==> src/rtl/parallel_adder.sv <==
// Registered WIDTH-bit ripple-carry adder: sum/cout = a + b + cin.
// The result is captured one cycle after an accepted in_valid, together with
// signed-overflow and zero flags, so downstream stages can use them directly.
// Outputs hold their last captured value while in_valid is low.
module parallel_adder #(
  parameter int WIDTH = 4
) (
  input  logic             clk,
  input  logic             rst,
  input  logic [WIDTH-1:0] a,
  input  logic [WIDTH-1:0] b,
  input  logic             cin,
  input  logic             in_valid,
  output logic [WIDTH-1:0] sum,
  output logic             cout,
  output logic             overflow,
  output logic             zero,
  output logic             out_valid
);

  // Full-adder sum bit.
  function automatic logic fa_sum(input logic x, input logic y, input logic c);
    return x ^ y ^ c;
  endfunction

  // Full-adder carry out: generate, or propagate an incoming carry.
  function automatic logic fa_carry(input logic x, input logic y, input logic c);
    return (x & y) | (c & (x ^ y));
  endfunction

  // Two's-complement overflow: carry into the MSB differs from carry out of it.
  function automatic logic signed_ovf(input logic c_into_msb, input logic c_out_msb);
    return c_into_msb ^ c_out_msb;
  endfunction

  // ---- stage p0: combinational ripple chain ----
  logic [WIDTH:0]   carry_p0;
  logic [WIDTH-1:0] sum_p0;
  logic             ovf_p0;
  logic             zero_p0;

  assign carry_p0[0] = cin;

  for (genvar i = 0; i < WIDTH; i++) begin : g_cell
    assign sum_p0[i]        = fa_sum(a[i], b[i], carry_p0[i]);
    assign carry_p0[i + 1]  = fa_carry(a[i], b[i], carry_p0[i]);
  end

  // For WIDTH=1 the carry into the MSB is cin itself, which carry_p0[0] holds.
  assign ovf_p0  = signed_ovf(carry_p0[WIDTH-1], carry_p0[WIDTH]);
  assign zero_p0 = ~|sum_p0;

  // ---- stage p1: output registers ----
  logic [WIDTH-1:0] sum_p1;
  logic             cout_p1;
  logic             ovf_p1;
  logic             zero_p1;
  logic             vld_p1;

  // Capture the result on accepted input; hold otherwise; reset clears all.
  always_ff @(posedge clk) begin
    if (rst) begin
      sum_p1  <= '0;
      cout_p1 <= 1'b0;
      ovf_p1  <= 1'b0;
      zero_p1 <= 1'b0;
      vld_p1  <= 1'b0;
    end else begin
      vld_p1 <= in_valid;
      if (in_valid) begin
        sum_p1  <= sum_p0;
        cout_p1 <= carry_p0[WIDTH];
        ovf_p1  <= ovf_p0;
        zero_p1 <= zero_p0;
      end
    end
  end

  assign sum       = sum_p1;
  assign cout      = cout_p1;
  assign overflow  = ovf_p1;
  assign zero      = zero_p1;
  assign out_valid = vld_p1;

endmodule

==> config.mk <==
export PLATFORM = sky130hd
export DESIGN_NAME = parallel_adder
export DESIGN_NICKNAME = d
export VERILOG_FILES = /design/src/rtl/parallel_adder.sv
export SDC_FILE = /design/constraint.sdc
export NUM_CORES = 1
export LEC_CHECK = 0
export BUFFER_PORTS_ARGS = -buffer_cell sky130_fd_sc_hd__buf_2
export CAP_MARGIN = 20
export CELL_PAD_IN_SITES_DETAIL_PLACEMENT = 0
export CELL_PAD_IN_SITES_GLOBAL_PLACEMENT = 2
export CORE_MARGIN = 2
export CORE_UTILIZATION = 21
export CTS_CLUSTER_SIZE = 12
export DETAILED_ROUTE_END_ITERATION = 10
export PLACE_DENSITY = 0.77
export SLEW_MARGIN = 10
export SYNTH_ARGS = -nofsm -noshare
export SYNTH_HDL_FRONTEND = slang
export SYNTH_SLANG_ARGS = --single-unit
==> constraint.sdc <==
create_clock -name clk -period 2.1 [get_ports clk]
set_input_delay 0.21 -clock clk [delete_from_list [all_inputs] [get_ports clk]]
set_output_delay 0.21 -clock clk [all_outputs]
set_load 0.01 [all_outputs]
==> impl_metrics.ini, run 1 <==
[clock_network]
cts_setup_buffers = 0
cts_tree = built
cts_hold_buf = 0
cts_buffers = 3
clk_latency_ns = 0.25
htreeDepth = 1
ctsResizeCount = 0
clock_sinks = 8
root_buffer = clkbuf_4
clockBufferDepth = 2
clk_pin_slew_worst_paths_ns = 0.05

[routing]
highest_layer = met4
viasPerCell = 3.88
wl_met1_um = 310
dr.pass1.iters = 4
wl_met3_um = 70
drt-total-wl_um = 709
wl_met2_um = 314
vias = 314
first_iter_violations = 3
wl_per_cell_um = 8.75
ant_nets = 0
route.detailed.drc = 0

[timing]
finalClockSkew_ns = 0
fin_crit_sh = 0.955
fin_tns_setup_ns = 0
slew_viol_final = 0
final.min_clock_period_ns = 2.01
relSlewSlack = 0.863
worstMarginPinSlew_ns = 0.206
final-setup-viol-count = 0
clock.fmax_mhz = 499
fin_hold_ws_ns = 0.239
hold_viol = 0
rsz0062_at_grt = false

[critical_path]
reg2reg_setup_slack_ns = 1.49
r2r_start = cout$_SDFFE_PP0P_
startpoint_type = input port
cp-end-kind = register
r2r-end = cout$_SDFFE_PP0P_
worstRegToRegCells = 2
critPathMaxFanout = 2
critical_path_class = in -> reg
required_ns = 2.28
cp.arrival_ns = 2.19

[grt]
grtUsageTotal = 0.0691
grt_max_degree = 11
grt_pass1_vias = 251
grt_pass1_wl_um = 1030
gr-total-overflow = 0
antenna_found_initial = 0

[place]
io_buffers = 19
globalplace.congestion = 0.669
hpwl_um = 584

[floorplan]
core_area_um2 = 1730
die_w_um = 47.0
ios = 20
initial_utilization = 0.225
dieArea_um2 = 2210
fp.dieH_um = 47.0
placementRows = 15

[yosys]
synth.ff_latch_count = 8
postSynthCellCount = 35
synth_flop_cell = dfxtp_1
yosysMostFrequentCell = dfxtp_1
ys_async_sr_fraction = 0
synth_edf_count = 0
synth_top_cell_area_share = 0.413
seq_area_frac_synth = 0.413
yosysTopAreaCell = dfxtp_1
yosys-top-cells-count = dfxtp_1 (8), nor2_1 (5), fa_1 (4), inv_1 (4)
yosysUniqueCellTypes = 13
synth_nets = 51
synthTopCellsByArea = dfxtp_1 (41%), fa_1 (21%), mux2i_1 (7.7%), nand2b_1 (4.8%), nor2_1 (4.8%)
syn_area_um2 = 388
yosysWarnings = 0
avgSynthCellArea_um2 = 11.1

[run]
cap_viol_max_count = 0

[final_layout]
antenna_cells = 0
fin_nets = 74
drive_gt1_frac = 0.518
syn2layout_area_growth_pct = 40.0

[pwr]
cellLeakagePower_nw = 0.263
irDropWorstVdd_v = 0.000213
pwr_density_cell_nw_per_um2 = 695

[min_path]
hold_class = in -> reg
hold_depth = 2
hold_start = rst
whs_endpoint = sum[2]$_SDFFE_PP0P_

[run_status]
status = completed
through the flow:
step	power [mW]	util	cell area (µm²)	std cells	worst slack, ns
2_1_floorplan	0.230	-	395	35	-0.0837
3_3_place_gp	0.265	0.301	520	78	-0.214
3_5_place_dp	0.266	0.301	520	78	-0.240
4_1_cts	0.383	0.314	543	81	0.0205
5_1_grt	0.399	0.314	543	81	0.0180
6_report	0.377	0.314	543	81	0.0946
routing by layer:
metal / global-route usage / up-vias
met2: 0.0904 / 12
met5: 0 / -
met3: 0.0269 / 2
met4: 0.0500 / 0
li1: - / 155
met1: 0.0911 / 145
cell families after synthesis:
group                    after synthesis  synth area share
AO/OA/AOI/OAI                          4            0.0871
XOR/XNOR                               1            0.0226
adder cells (fa/ha/maj)                4             0.206
buffers and inverters                  6            0.0613
flip-flops                             8             0.413
multiplexers                           3            0.0774
AND/OR/NAND/NOR                        9             0.132
worst max-delay path by stage:
| stage | from | to |
|---|---|---|
| 2_1_floorplan | a[0] | zero$_SDFFE_PP0P_ |
| 3_3_place_gp | a[0] | zero$_SDFFE_PP0P_ |
| 3_5_place_dp | a[0] | zero$_SDFFE_PP0P_ |
| 4_1_cts | a[0] | zero$_SDFFE_PP0P_ |
| 5_1_grt | a[0] | zero$_SDFFE_PP0P_ |
| 6_report | a[0] | zero$_SDFFE_PP0P_ |
final cells by class:
class	instances	area (µm²)
repair buffers	20	103
clock buffers	3	22.5
flip-flops and latches	8	160
inverters	4	15.0
fillers	208	1180
well taps	25	31.3
multi-input cells	21	211
worst max-delay path: stages:
cell and delay, ns:
buf_2 0.11, fa_2 0.38, fa_2 0.34, fa_2 0.35, inv_2 0.06, fa_1 0.16
or4b_4 0.46, o22ai_2 0.11
power by group:
group	internal [mW]	switching, mW
clock network	0.0654	0.0518
logic	0.0463	0.0435
registers	0.165	0.00537
placed cells by master (no fill, tap or decap):
cell type	netlist	layout
a211oi_1	2	2
buf_2	1	19
buf_4	0	1
clkbuf_4	0	3
dfxtp_1	8	8
fa_1	4	1
fa_2	0	3
inv_1	4	3
inv_2	0	1
mux2i_1	3	3
nand2b_1	3	3
nor2_1	5	5
o22ai_1	1	1
o22ai_2	1	1
or4b_4	1	1
xor2_1	1	1
registers in the layout, summed over array words and instances (netlist names):
| name | flops |
|---|---|
| sum | 4 |
| cout | 1 |
| out_valid | 1 |
| overflow | 1 |
| zero | 1 |
No activity file was read; power rests on OpenSTA's default activity.
==> run 2: changes to the inputs <==
--- a/config.mk
+++ b/config.mk
@@ -10,10 +10,11 @@
 export CELL_PAD_IN_SITES_DETAIL_PLACEMENT = 0
 export CELL_PAD_IN_SITES_GLOBAL_PLACEMENT = 2
 export CORE_MARGIN = 2
-export CORE_UTILIZATION = 21
+export CORE_UTILIZATION = 23
+export CTS_BUF_LIST = sky130_fd_sc_hd__clkbuf_4 sky130_fd_sc_hd__clkbuf_8
 export CTS_CLUSTER_SIZE = 12
 export DETAILED_ROUTE_END_ITERATION = 10
-export PLACE_DENSITY = 0.77
+export PLACE_DENSITY = 0.83
 export SLEW_MARGIN = 10
 export SYNTH_ARGS = -nofsm -noshare
 export SYNTH_HDL_FRONTEND = slang
==> run 2 against run 1 <==
Compared with the run above:
- hold slack better by 0.0042 ns
- clock power about the same
- non-clock buffer count unchanged
- largest cell class unchanged
- highest routed layer unchanged
==> impl_metrics.ini, run 2 (synthesis results as in run 1) <==
[run_status]
status = completed

[routing]
first_iter_violations = 0
dr.pass1.iters = 1
wl_per_cell_um = 10.1
viasPerCell = 4.36
vias = 314
route.detailed.drc = 0
drt-total-wl_um = 728
ant_nets = 0

[critical_path]
worstRegToRegCells = 2
required_ns = 2.28
cp-end-kind = register
reg2reg_setup_slack_ns = 1.49
critical_path_class = in -> reg
r2r_start = cout$_SDFFE_PP0P_
r2r-end = cout$_SDFFE_PP0P_
cp.arrival_ns = 2.22
critPathMaxFanout = 2
startpoint_type = input port

[timing]
relSlewSlack = 0.866
final.min_clock_period_ns = 2.04
fin_crit_sh = 0.971
rsz0062_at_grt = false
finalClockSkew_ns = 0
final-setup-viol-count = 0
worst_slack_ns = 0.0615
clock.fmax_mhz = 491
slew_viol_final = 0
hold_viol = 0
worstMarginPinSlew_ns = 0.201

[grt]
antenna_found_initial = 0
gr-total-overflow = 0
grt_pass1_vias = 289
grtUsageTotal = 0.0889
grt_max_degree = 11
grt_pass1_wl_um = 1180

[floorplan]
dieArea_um2 = 2030
initial_utilization = 0.252
fp.dieH_um = 45.1
placementRows = 14
die_w_um = 45.1
ios = 20
core_area_um2 = 1540

[pwr]
irDropWorstVdd_v = 0.000364
cellLeakagePower_nw = 0.263
pwr_density_cell_nw_per_um2 = 708

[final_layout]
seqCellArea_um2 = 160
multi_input_area_um2 = 211
final_common_cell = buf_2
antenna_cells = 0
syn2layout_area_growth_pct = 37.1
fillers = 169
drive_gt1_frac = 0.518
final_cell_mix = buf_2 (19), dfxtp_1 (8), nor2_1 (5)
utilization = 0.345
fin_nets = 74
largest_register_ffs = 4

[clock_network]
root_buffer = clkbuf_4
clk_pin_slew_worst_paths_ns = 0.06
cts_tree = built
cts_setup_buffers = 0
htreeDepth = 1
cts_buffers = 3
cts_hold_buf = 0
ctsResizeCount = 0
clockBufferDepth = 2
clock_sinks = 8
clk_latency_ns = 0.25

[run]
cap_viol_max_count = 0

[min_path]
hold_class = in -> reg
hold_depth = 2
hold_start = rst
whs_endpoint = sum[2]$_SDFFE_PP0P_

[place]
pre_cts_slack_ns = -0.237
globalplace.congestion = 0.637
io_buffers = 19
-- run 2: cell counts in the layout (fill, tap and decap cells not counted) --
No cell type changed its count.
-- run 2: power by group --
group	switching, mW	total (mW)	internal [mW]
registers	0.00522	0.170	0.165
clock network	0.0520	0.117	0.0654
logic	0.0430	0.0891	0.0461
-- run 2: critical path, cell delays in order --
cell     delay (ns)
buf_2          0.11
fa_2           0.38
fa_2           0.35
fa_2           0.37
inv_2          0.06
fa_1           0.17
or4b_4         0.46
o22ai_2        0.11
-- run 2: stage by stage --
step | total power, mW | std cells | hold WS (ns) | setup TNS (ns) | instance area (µm²)
final | 0.377 | 72 | 0.244 | 0 | 532
after global routing | 0.403 | 72 | 0.252 | 0 | 532
after CTS | 0.387 | 72 | 0.239 | 0 | 532
after detailed placement | 0.265 | 69 | 0.468 | -0.404 | 509
after global placement | 0.265 | 69 | 0.469 | -0.323 | 509
after floorplan | 0.230 | 35 | 0.498 | -0.0837 | 395
-- run 2: final cells by class --
type	instances	area share
Inverter	4	0.0282
Tap cell	16	0.0376
Multi-Input combinational cell	21	0.398
Clock buffer	3	0.0424
Sequential cell	8	0.301
Timing Repair Buffer	20	0.193
-- run 2: how the worst max path moves through the flow --
stage | slack (ns) | end | start
after detailed placement | -0.24 | zero$_SDFFE_PP0P_ | a[0]
after global placement | -0.21 | zero$_SDFFE_PP0P_ | a[0]
after floorplan | -0.08 | zero$_SDFFE_PP0P_ | a[0]
final | 0.06 | zero$_SDFFE_PP0P_ | a[0]
after global routing | 0.002 | zero$_SDFFE_PP0P_ | a[0]
after CTS | 0.03 | zero$_SDFFE_PP0P_ | a[0]
-- run 2: layer usage --
layer  part of all wire  global-route usage  vias up  wire, µm
met5                  0                   0        -         0
met4              0.026              0.0706        0        19
met3               0.12              0.0560        4        85
met2               0.45               0.117       15       328
met1               0.41               0.101      140       295
li1                   -                   -      155         -
